### config.mk
export PLATFORM = sky130hd
export DESIGN_NAME = radix8_booth_multiplier
export DESIGN_NICKNAME = d
export VERILOG_FILES = /design/src/rtl/radix8_booth_multiplier.sv
export SDC_FILE = /design/constraint.sdc
export NUM_CORES = 1
export LEC_CHECK = 0
export CAP_MARGIN = 25
export CELL_PAD_IN_SITES_DETAIL_PLACEMENT = 0
export CELL_PAD_IN_SITES_GLOBAL_PLACEMENT = 1
export CORE_ASPECT_RATIO = 1.2
export CORE_MARGIN = 3
export CORE_UTILIZATION = 47
export CTS_CLUSTER_SIZE = 10
export DETAILED_ROUTE_END_ITERATION = 8
export HOLD_SLACK_MARGIN = 0.08
export PLACE_DENSITY_LB_ADDON = 0.1
export SLEW_MARGIN = 10
export SYNTH_ARGS = -nofsm -noshare
export SYNTH_HDL_FRONTEND = slang
export SYNTH_SLANG_ARGS = --single-unit
export TNS_END_PERCENT = 5
### constraint.sdc
create_clock -name clk -period 7.6 [get_ports clk]
set_clock_uncertainty 0.05 [all_clocks]
set_input_delay 1.9 -clock clk [delete_from_list [all_inputs] [get_ports clk]]
set_output_delay 1.9 -clock clk [all_outputs]
set_load 0.05 [all_outputs]
### src/rtl/radix8_booth_multiplier.sv
// Signed 16x16->32 radix-8 Booth multiplier; Kogge-Stone adders for 3M and the final sum.
// Latency 2 edges, one pair per cycle; no backpressure, in_valid ripples unconditionally to out_valid.

module rb8_ks_adder #(
  parameter int W = 32
) (
  input  logic [W-1:0] a,
  input  logic [W-1:0] b,
  input  logic         cin,
  output logic [W-1:0] sum
);
  logic [W-1:0] g;
  logic [W-1:0] p;
  logic [W-1:0] g_nxt;
  logic [W-1:0] p_nxt;

  // After the last prefix level g[i] is the carry out of bit i, with cin folded into bit 0.
  always_comb begin
    g     = a & b;
    p     = a ^ b;
    g[0]  = g[0] | (p[0] & cin);
    g_nxt = '0;
    p_nxt = '0;
    for (int l = 0; (1 << l) < W; l++) begin
      g_nxt = g;
      p_nxt = p;
      for (int i = (1 << l); i < W; i++) begin
        g_nxt[i] = g[i] | (p[i] & g[i - (1 << l)]);
        p_nxt[i] = p[i] & p[i - (1 << l)];
      end
      g = g_nxt;
      p = p_nxt;
    end
    sum = a ^ b ^ {g[W-2:0], cin};
  end
endmodule

module rb8_booth_row #(
  parameter int EW    = 18,
  parameter int PW    = 32,
  parameter int SHIFT = 0
) (
  input  logic [EW-1:0] m,
  input  logic [EW-1:0] m3,
  input  logic [3:0]    grp,
  output logic [PW-1:0] pp,
  output logic          neg
);
  typedef enum logic [2:0] {SEL_0, SEL_1M, SEL_2M, SEL_3M, SEL_4M} sel_e;

  sel_e         sel;
  logic [EW:0]  mag;
  logic [PW-1:0] wide;

  always_comb begin
    sel = SEL_0;
    neg = 1'b0;
    case (grp)
      4'b0001, 4'b0010: sel = SEL_1M;
      4'b0011, 4'b0100: sel = SEL_2M;
      4'b0101, 4'b0110: sel = SEL_3M;
      4'b0111:          sel = SEL_4M;
      4'b1000:          begin sel = SEL_4M; neg = 1'b1; end
      4'b1001, 4'b1010: begin sel = SEL_3M; neg = 1'b1; end
      4'b1011, 4'b1100: begin sel = SEL_2M; neg = 1'b1; end
      4'b1101, 4'b1110: begin sel = SEL_1M; neg = 1'b1; end
      default:          sel = SEL_0;
    endcase
  end

  // Sign-extend to full width before inverting so -(-4M) with M=-32768 stays exact.
  always_comb begin
    case (sel)
      SEL_1M:  mag = {m[EW-1], m};
      SEL_2M:  mag = {m, 1'b0};
      SEL_3M:  mag = {m3[EW-1], m3};
      SEL_4M:  mag = {m[EW-2:0], 2'b00};
      default: mag = '0;
    endcase
    wide = {{(PW-EW-1){mag[EW]}}, mag};
    if (neg) begin
      wide = ~wide;
    end
    pp = wide << SHIFT;
  end
endmodule

module radix8_booth_multiplier #(
  parameter int WIDTH = 16
) (
  input  logic                 clk,
  input  logic                 rst,
  input  logic                 in_valid,
  input  logic [WIDTH-1:0]     multiplicand,
  input  logic [WIDTH-1:0]     multiplier,
  output logic                 out_valid,
  output logic [2*WIDTH-1:0]   product
);
  localparam int EW   = WIDTH + 2;
  localparam int PW   = 2 * WIDTH;
  localparam int NGRP = EW / 3;

  typedef struct packed {
    logic [EW-1:0]    m;
    logic [EW-1:0]    m3;
    logic [WIDTH-1:0] q;
  } s1_t;

  function automatic logic [PW-1:0] csa_s(input logic [PW-1:0] a, b, c);
    return a ^ b ^ c;
  endfunction

  function automatic logic [PW-1:0] csa_c(input logic [PW-1:0] a, b, c);
    return ((a & b) | (a & c) | (b & c)) << 1;
  endfunction

  s1_t            s1_d, s1_q;
  logic           vld1_d, vld1_q;
  logic [PW-1:0]  product_d, product_q;
  logic           out_vld_d, out_vld_q;

  logic [EW-1:0]  m_ext;
  logic [EW-1:0]  m3_sum;

  assign m_ext = {{(EW-WIDTH){multiplicand[WIDTH-1]}}, multiplicand};

  rb8_ks_adder #(.W(EW)) u_ks_3m (
    .a   (m_ext),
    .b   ({m_ext[EW-2:0], 1'b0}),
    .cin (1'b0),
    .sum (m3_sum)
  );

  always_comb begin
    s1_d.m  = m_ext;
    s1_d.m3 = m3_sum;
    s1_d.q  = multiplier;
    vld1_d  = in_valid;
  end

  // Booth scan string: sign-extended Q with the implicit q[-1]=0 at bit 0.
  logic [EW:0]     qx;
  logic [PW-1:0]   pp [NGRP];
  logic [NGRP-1:0] neg;

  assign qx = {{(EW-WIDTH){s1_q.q[WIDTH-1]}}, s1_q.q, 1'b0};

  for (genvar i = 0; i < NGRP; i++) begin : g_row
    rb8_booth_row #(.EW(EW), .PW(PW), .SHIFT(3*i)) u_row (
      .m   (s1_q.m),
      .m3  (s1_q.m3),
      .grp (qx[3*i+3 -: 4]),
      .pp  (pp[i]),
      .neg (neg[i])
    );
  end

  logic [PW-1:0] corr;
  logic [PW-1:0] s1w, c1w, s2w, c2w, s3w, c3w, s4w, c4w, s5w, c5w;
  logic [PW-1:0] sum_w;

  // Seven operands (six rows plus the +1 negation word) squeezed to two by 3:2 compressors.
  always_comb begin
    corr = '0;
    for (int i = 0; i < NGRP; i++) begin
      corr[3*i] = neg[i];
    end
    s1w = csa_s(pp[0], pp[1], pp[2]);
    c1w = csa_c(pp[0], pp[1], pp[2]);
    s2w = csa_s(pp[3], pp[4], pp[5]);
    c2w = csa_c(pp[3], pp[4], pp[5]);
    s3w = csa_s(s1w, c1w, s2w);
    c3w = csa_c(s1w, c1w, s2w);
    s4w = csa_s(s3w, c3w, c2w);
    c4w = csa_c(s3w, c3w, c2w);
    s5w = csa_s(s4w, c4w, corr);
    c5w = csa_c(s4w, c4w, corr);
  end

  rb8_ks_adder #(.W(PW)) u_ks_sum (
    .a   (s5w),
    .b   (c5w),
    .cin (1'b0),
    .sum (sum_w)
  );

  always_comb begin
    product_d = sum_w;
    out_vld_d = vld1_q;
  end

  always_ff @(posedge clk or posedge rst) begin
    if (rst) begin
      s1_q      <= '0;
      vld1_q    <= 1'b0;
      product_q <= '0;
      out_vld_q <= 1'b0;
    end else begin
      s1_q      <= s1_d;
      vld1_q    <= vld1_d;
      product_q <= product_d;
      out_vld_q <= out_vld_d;
    end
  end

  assign product   = product_q;
  assign out_valid = out_vld_q;
endmodule

======== Word level (Yosys, flattened, before mapping) ========
Index checks and enable logic that the tools add are counted.
operators by class
  eq/ne operators ......................... 101
  muxes and demuxes ....................... 24
  bitwise gates (word level) .............. 535
  reduce and logical (&&, ||, !) cells .... 29
operator list
  operator            count
  $and 31x31->31      14
  $pmux 19 s4         5
  $xor 32x32->32      11
  $and 1x1->1         310
  $or 31x31->31       10
  $or 1x1->1          178
  $eq 4x4->1 const B  35
  $eq 4x3->1 const B  20
  $pmux 3 s4          6
  $pmux 17 s4         1
  $reduce_or 4->1     16
  $and 31x16->31      2
  $eq 3x2->1 const B  14
  $eq 4x2->1 const B  10
  $xor 18x18->18      2
  $reduce_or 7->1     5
  $mux 32             1
  $not 32->32         1
  $xor 32x16->32      1
  $eq 3x3->1 const B  10
  $mux 29             1
  $not 29->29         1
  $mux 26             1
  $not 26->26         1
  11 further kinds    33
word-level totals
  flip-flop bits (word level) ............. 84
  output and inout bits ................... 33
  word-level logic and storage cells ...... 695

======== Logic depth before layout (Yosys ltp) ========
Gate-level depths: netlist of the first run.
  word-level depth ........................ 30
  mapped depth ............................ 25
  depth with buffers taken out ............ 24

======== Modules after synthesis ========
Synthesis of the first run repeated with hierarchy kept, for this count alone.
unflattened totals
  cell total of the unflattened synthesis .. 2,009
  area total of the unflattened synthesis .. 17,729.5 sq um
modules (own cells, without submodules)
  module                              times used  cells each  area an instance (sq um)  sequential area each (sq um)
  rb8_booth_row (g_row[1].u_row ...)  4           207         1,590.3                   0.0
  radix8_booth_multiplier             1           437         5,774.3                   2,102.0
  rb8_ks_adder (u_ks_sum)             1           271         1,939.4                   0.0
  rb8_booth_row (g_row[0].u_row)      1           206         1,586.5                   0.0
  rb8_booth_row (g_row[5].u_row)      1           151         1,203.7                   0.0
  rb8_ks_adder (u_ks_3m)              1           116         864.6                     0.0

======== Worst setup path after synthesis of the first run ========
OpenSTA, ideal clock, no wires.
  path type ............................... register to register
  from .................................... register s1_q (netlist bit qx[10])
  to ...................................... register product_q[30], in the netlist product[30]
  setup time .............................. 125 ps
  data arrival time ....................... 6,151 ps
  required time ........................... 7,425 ps
  setup slack ............................. 1,274 ps
  cell stages (with the launch flop) ...... 24
  clock period less this slack ............ 6,326 ps
  cells stage by stage .................... dfrtp_1 -> clkbuf_1 -> maj3_1 -> xnor2_1 -> and2_0 -> clkbuf_1 -> a221oi_1 -> xnor2_1 -> fa_1 -> inv_1 -> fa_1 -> fa_1 -> fa_1 -> inv_1 -> ha_1 -> a21o_1 -> a21o_1 -> a21oi_1 -> nor2_1 -> a2111oi_4 -> o31ai_2 -> a2111oi_2 -> nor2_1 -> xor2_1
between the ends
  cells in the longest elaborated chain, start to end .. 29
RTL lines
  element                                                              RTL line  text
  start, declared                                                      117       s1_t s1_d, s1_q;
  start signal, assigned                                               194       s1_q <= '0;
  start signal, assigned                                               199       s1_q <= s1_d;
  $eq 4x1->1 (tied with other cells)                                   58        case (grp)
  $reduce_or 4->1 (no source line) or $reduce_or 2->1 (tied branches)  n/a
  $pmux 3 s4                                                           58
  $eq 3x3->1 (tied with other cells)                                   73        case (sel)
  $pmux 19 s4                                                          73
  $not 23->23                                                          82        wide = ~wide;
  $mux 23                                                              81        if (neg) begin
  $xor 32x32->32 (2 in a row)                                          110       return a ^ b ^ c;
  [12 not listed]                                                      n/a
  $and 1x1->1                                                          28        g_nxt[i] = g[i] | (p[i] & g[i - (1 << l)]);
  $or 1x1->1                                                           28
  $and 1x1->1                                                          28
  $or 1x1->1                                                           28
  $and 1x1->1                                                          28
  $or 1x1->1 (2 in a row)                                              28
  $xor 32x32->32 *                                                     34        sum = a ^ b ^ {g[W-2:0], cin};
  net product_d[30]                                                    119       logic [PW-1:0] product_d, product_q;
  end signal, assigned                                                 201       product_q <= product_d;
  end, declared                                                        119
Mark *: on every way through the listed nets, which the timed path passes. The rest lies on a longest branch.

======== Worst setup path after layout of the first run ========
  from .................................... register s1_q (netlist bit qx[9])
  to ...................................... register product_q[30], in the netlist product[30]
between the ends
  cells in the longest elaborated chain, start to end .. 30
RTL lines
  element                                                              RTL line  text
  $eq 4x1->1 (tied with other cells)                                   58
  $reduce_or 4->1 (no source line) or $reduce_or 2->1 (tied branches)  n/a
  $pmux 3 s4                                                           58
  $eq 3x3->1 (tied with other cells)                                   73
  $pmux 19 s4                                                          73
  $not 26->26                                                          82
  $mux 26                                                              81
  $and 31x31->31                                                       114       return ((a & b) | (a & c) | (b & c)) << 1;
  [14 not listed]                                                      n/a
  $and 1x1->1                                                          28
  $or 1x1->1                                                           28
  $and 1x1->1                                                          28
  $or 1x1->1                                                           28
  $and 1x1->1                                                          28
  $or 1x1->1 (2 in a row)                                              28
  $xor 32x32->32 *                                                     34
  net product_d[30]                                                    119
Marked as above.

==> run metrics, run 1 <==
status completed; met1 wire length 12100 um; WHS 0.303 ns; YS warnings 0; Core Footprint 21000 um^2; drt total wl 26600 um; via/cell ratio 5.80; nets@finish 1348; worst min path class reg -> reg; Worst EP required 7.80 ns; main flop type after synthesis dfrtp_1; top layer in use met4; clock buffer depth 2; placed cell count 1408; fillers 1977; fin cells 1424; synth unique cells 63; H-tree depth 3; Post-synth ARST share 1.00; cell taking the most area after synthesis dfrtp_1; row count 58; die area 23400 um^2; Critical Path AT 6.93 ns; Ports 68; Multi-input gate area 7380 um^2; WS Path Type reg -> reg; Setup Viol. Count Final 0; PortBufs 67; fin crit share 0.885; Diodes inserted 0; Syn-to-layout area delta 11.9%; met2 wire len 12500 um; buffer count from post-CTS setup fixing 0; Post-synth EDFFs 0; Post-DRT Antenna Nets 0; Resize count post-CTS 0; DR WL/cell 18.7 um; GR Overflow Total 0; area of the mapped netlist 10100 um^2; Final Util 0.538; Avg Inst Size Synth 8.95 um^2; Worst-Skew Late Latency 0.36 ns; CP endpoint kind flip-flop; pin count of the biggest net entering global routing 55; CTS buffer count 9; Initial Utilization 0.481; gr usage total 0.229; sequential-to-total area share from yosys stat 0.203; initial antenna violation count 0; CTS tree built; setup_tns 0 ns; hpwl dp 20200 um; die height 167 um; Gate Count Post-Synth 1132; TritonCTS Sinks 82; Root Buffer clkbuf_16; Worst setup startpoint qx[9]; # Max-Cap Violations 0; sequential cell area 2050 um^2; Pins Over Slew Limit 0; CP startpoint kind flip-flop; die width 140 um; WL met3 1550 um; Post-CTS Hold Buffers 0; share of post-route cells with drive strength above 1 0.0633; RR Startpoint qx[9]; RSZ-0062 raised after global routing no; RePlAce Congestion 0.918; vias 8263; Reg clk slew, reported paths 0.08 ns; Fin. Hold Viols 0; first-pass GRT wire length 43300 um; hold path start out_vld_d; Yosys reg bits 82; synth top area cells dfrtp_1 20%, fa_1 16%, ha_1 10%, xnor2_1 10%, nand2_1 4.9%; number of global-route vias before repair 7937; f_max 149 MHz; max_slew headroom 0.303; drt pass-1 iters 7; Slew @ Worst Pin 1.02 ns; Final min period 6.73 ns; DR iter-0 viols 746; CP max FO 17; DRC viols 0; syn nets 1331; post-synth top area share 0.203
==> flip-flops by register name (all words and copies together), names as in the netlist <==
register   cells
product       32
s1_q          32
qx            16
out_valid      1
out_vld_d      1
==> area by class of cell <==
| class | instances | area share |
|---|---|---|
| timing repair buffer | 92 | 0.0757 |
| clock inverter | 6 | 0.00850 |
| multi-input combinational | 866 | 0.651 |
| clock buffer | 10 | 0.0211 |
| sequential | 82 | 0.181 |
| inverter | 98 | 0.0326 |
| tap | 270 | 0.0298 |
==> metal layers <==
| metal | vias up | GRT usage |
|---|---|---|
| met5 | - | 0 |
| met4 | 0 | 0.0451 |
| met3 | 27 | 0.0270 |
| met2 | 282 | 0.373 |
| met1 | 3978 | 0.333 |
| li1 | 3976 | - |
==> synth_stat cells (16+ instances only) <==
| library cell | instances |
|---|---|
| a21o_1 | 16 |
| dfrtp_1 | 82 |
| mux2_2 | 18 |
| clkbuf_1 | 79 |
| xnor2_1 | 117 |
| ha_1 | 85 |
| a221oi_1 | 35 |
| a222oi_1 | 30 |
| a21oi_1 | 65 |
| nand2_1 | 133 |
| a22o_1 | 16 |
| nor2b_1 | 42 |
| inv_1 | 94 |
| fa_1 | 79 |
| o21ai_0 | 35 |
| nor2_1 | 36 |
==> worst max-delay path, stage by stage (launching register included) <==
cell	delay (ns)
dfrtp_1	0.53
maj3_1	0.42
xnor2_1	0.14
buf_4	0.23
and2_0	0.57
a221oi_1	0.22
xnor2_1	0.20
fa_1	0.51
inv_1	0.06
fa_1	0.55
fa_1	0.44
fa_1	0.52
inv_1	0.04
ha_1	0.36
a21o_1	0.20
a21o_1	0.17
a21oi_1	0.17
nor2_1	0.11
a2111oi_4	0.34
o31ai_2	0.19
a2111oi_2	0.38
nor2_1	0.10
xor2_1	0.14
==> final timing paths <==
kind | end | slack, ns | cells past startpoint
setup / recovery | product[30] | 0.87 | 22
hold / removal | out_valid | 0.30 | 0
setup reg to reg | product[30] | 0.87 | 22
hold reg to reg | out_valid | 0.30 | 0
max in group asynchronous | s1_q[29] | 4.64 | 3
min in group asynchronous | product[1] | 1.86 | 2
==> cell families after synthesis <==
logic type,count (synthesis),synth area share
muxes,34,0.0371
adders and majority gates,165,0.262
DFF,82,0.203
and+or+nand+nor,263,0.118
xor gates and xnor gates,132,0.114
AOI/OAI and AO/OA,272,0.197
buffers and inverters,184,0.0689
==> cells in the final DEF (no fill, tap or decap), types with 9 or more instances in the layout <==
master | synthesis | layout
clkdlybuf4s50_1 | 0 | 67
o21ai_0 | 35 | 35
a221oi_1 | 35 | 35
xnor2_1 | 117 | 117
ha_1 | 85 | 85
a21oi_1 | 65 | 65
xor2_1 | 15 | 15
nand2_1 | 133 | 133
nor2_1 | 36 | 36
fa_1 | 79 | 79
mux2_2 | 18 | 18
a22o_1 | 16 | 16
dfrtp_1 | 82 | 82
inv_1 | 94 | 93
nor3_1 | 10 | 10
a211oi_1 | 15 | 15
nand3_1 | 15 | 15
clkbuf_16 | 0 | 9
mux2i_1 | 15 | 15
nor2b_1 | 42 | 42
a222oi_1 | 30 | 30
a221o_1 | 10 | 10
a21o_1 | 16 | 16
buf_4 | 0 | 25
==> per-stage QoR <==
step | setup WS, ns | area, um^2
floorplan | 1.27 | 10100
global placement | 0.925 | 11000
detailed placement | 0.885 | 11000
CTS | 0.883 | 11300
global route | 0.401 | 11300
finish | 0.871 | 11300
Power of run 1 is not shown: default switching activity piles up to over one toggle a cycle in this logic, so the estimate is an artifact.
==> inputs of run 2 (changes only) <==
- CAP_MARGIN: 25 -> default
==> results of run 2 <==
Final layout, timing and power as in run 1 (identical DEF).
Power of run 2 is left out for the same reason.
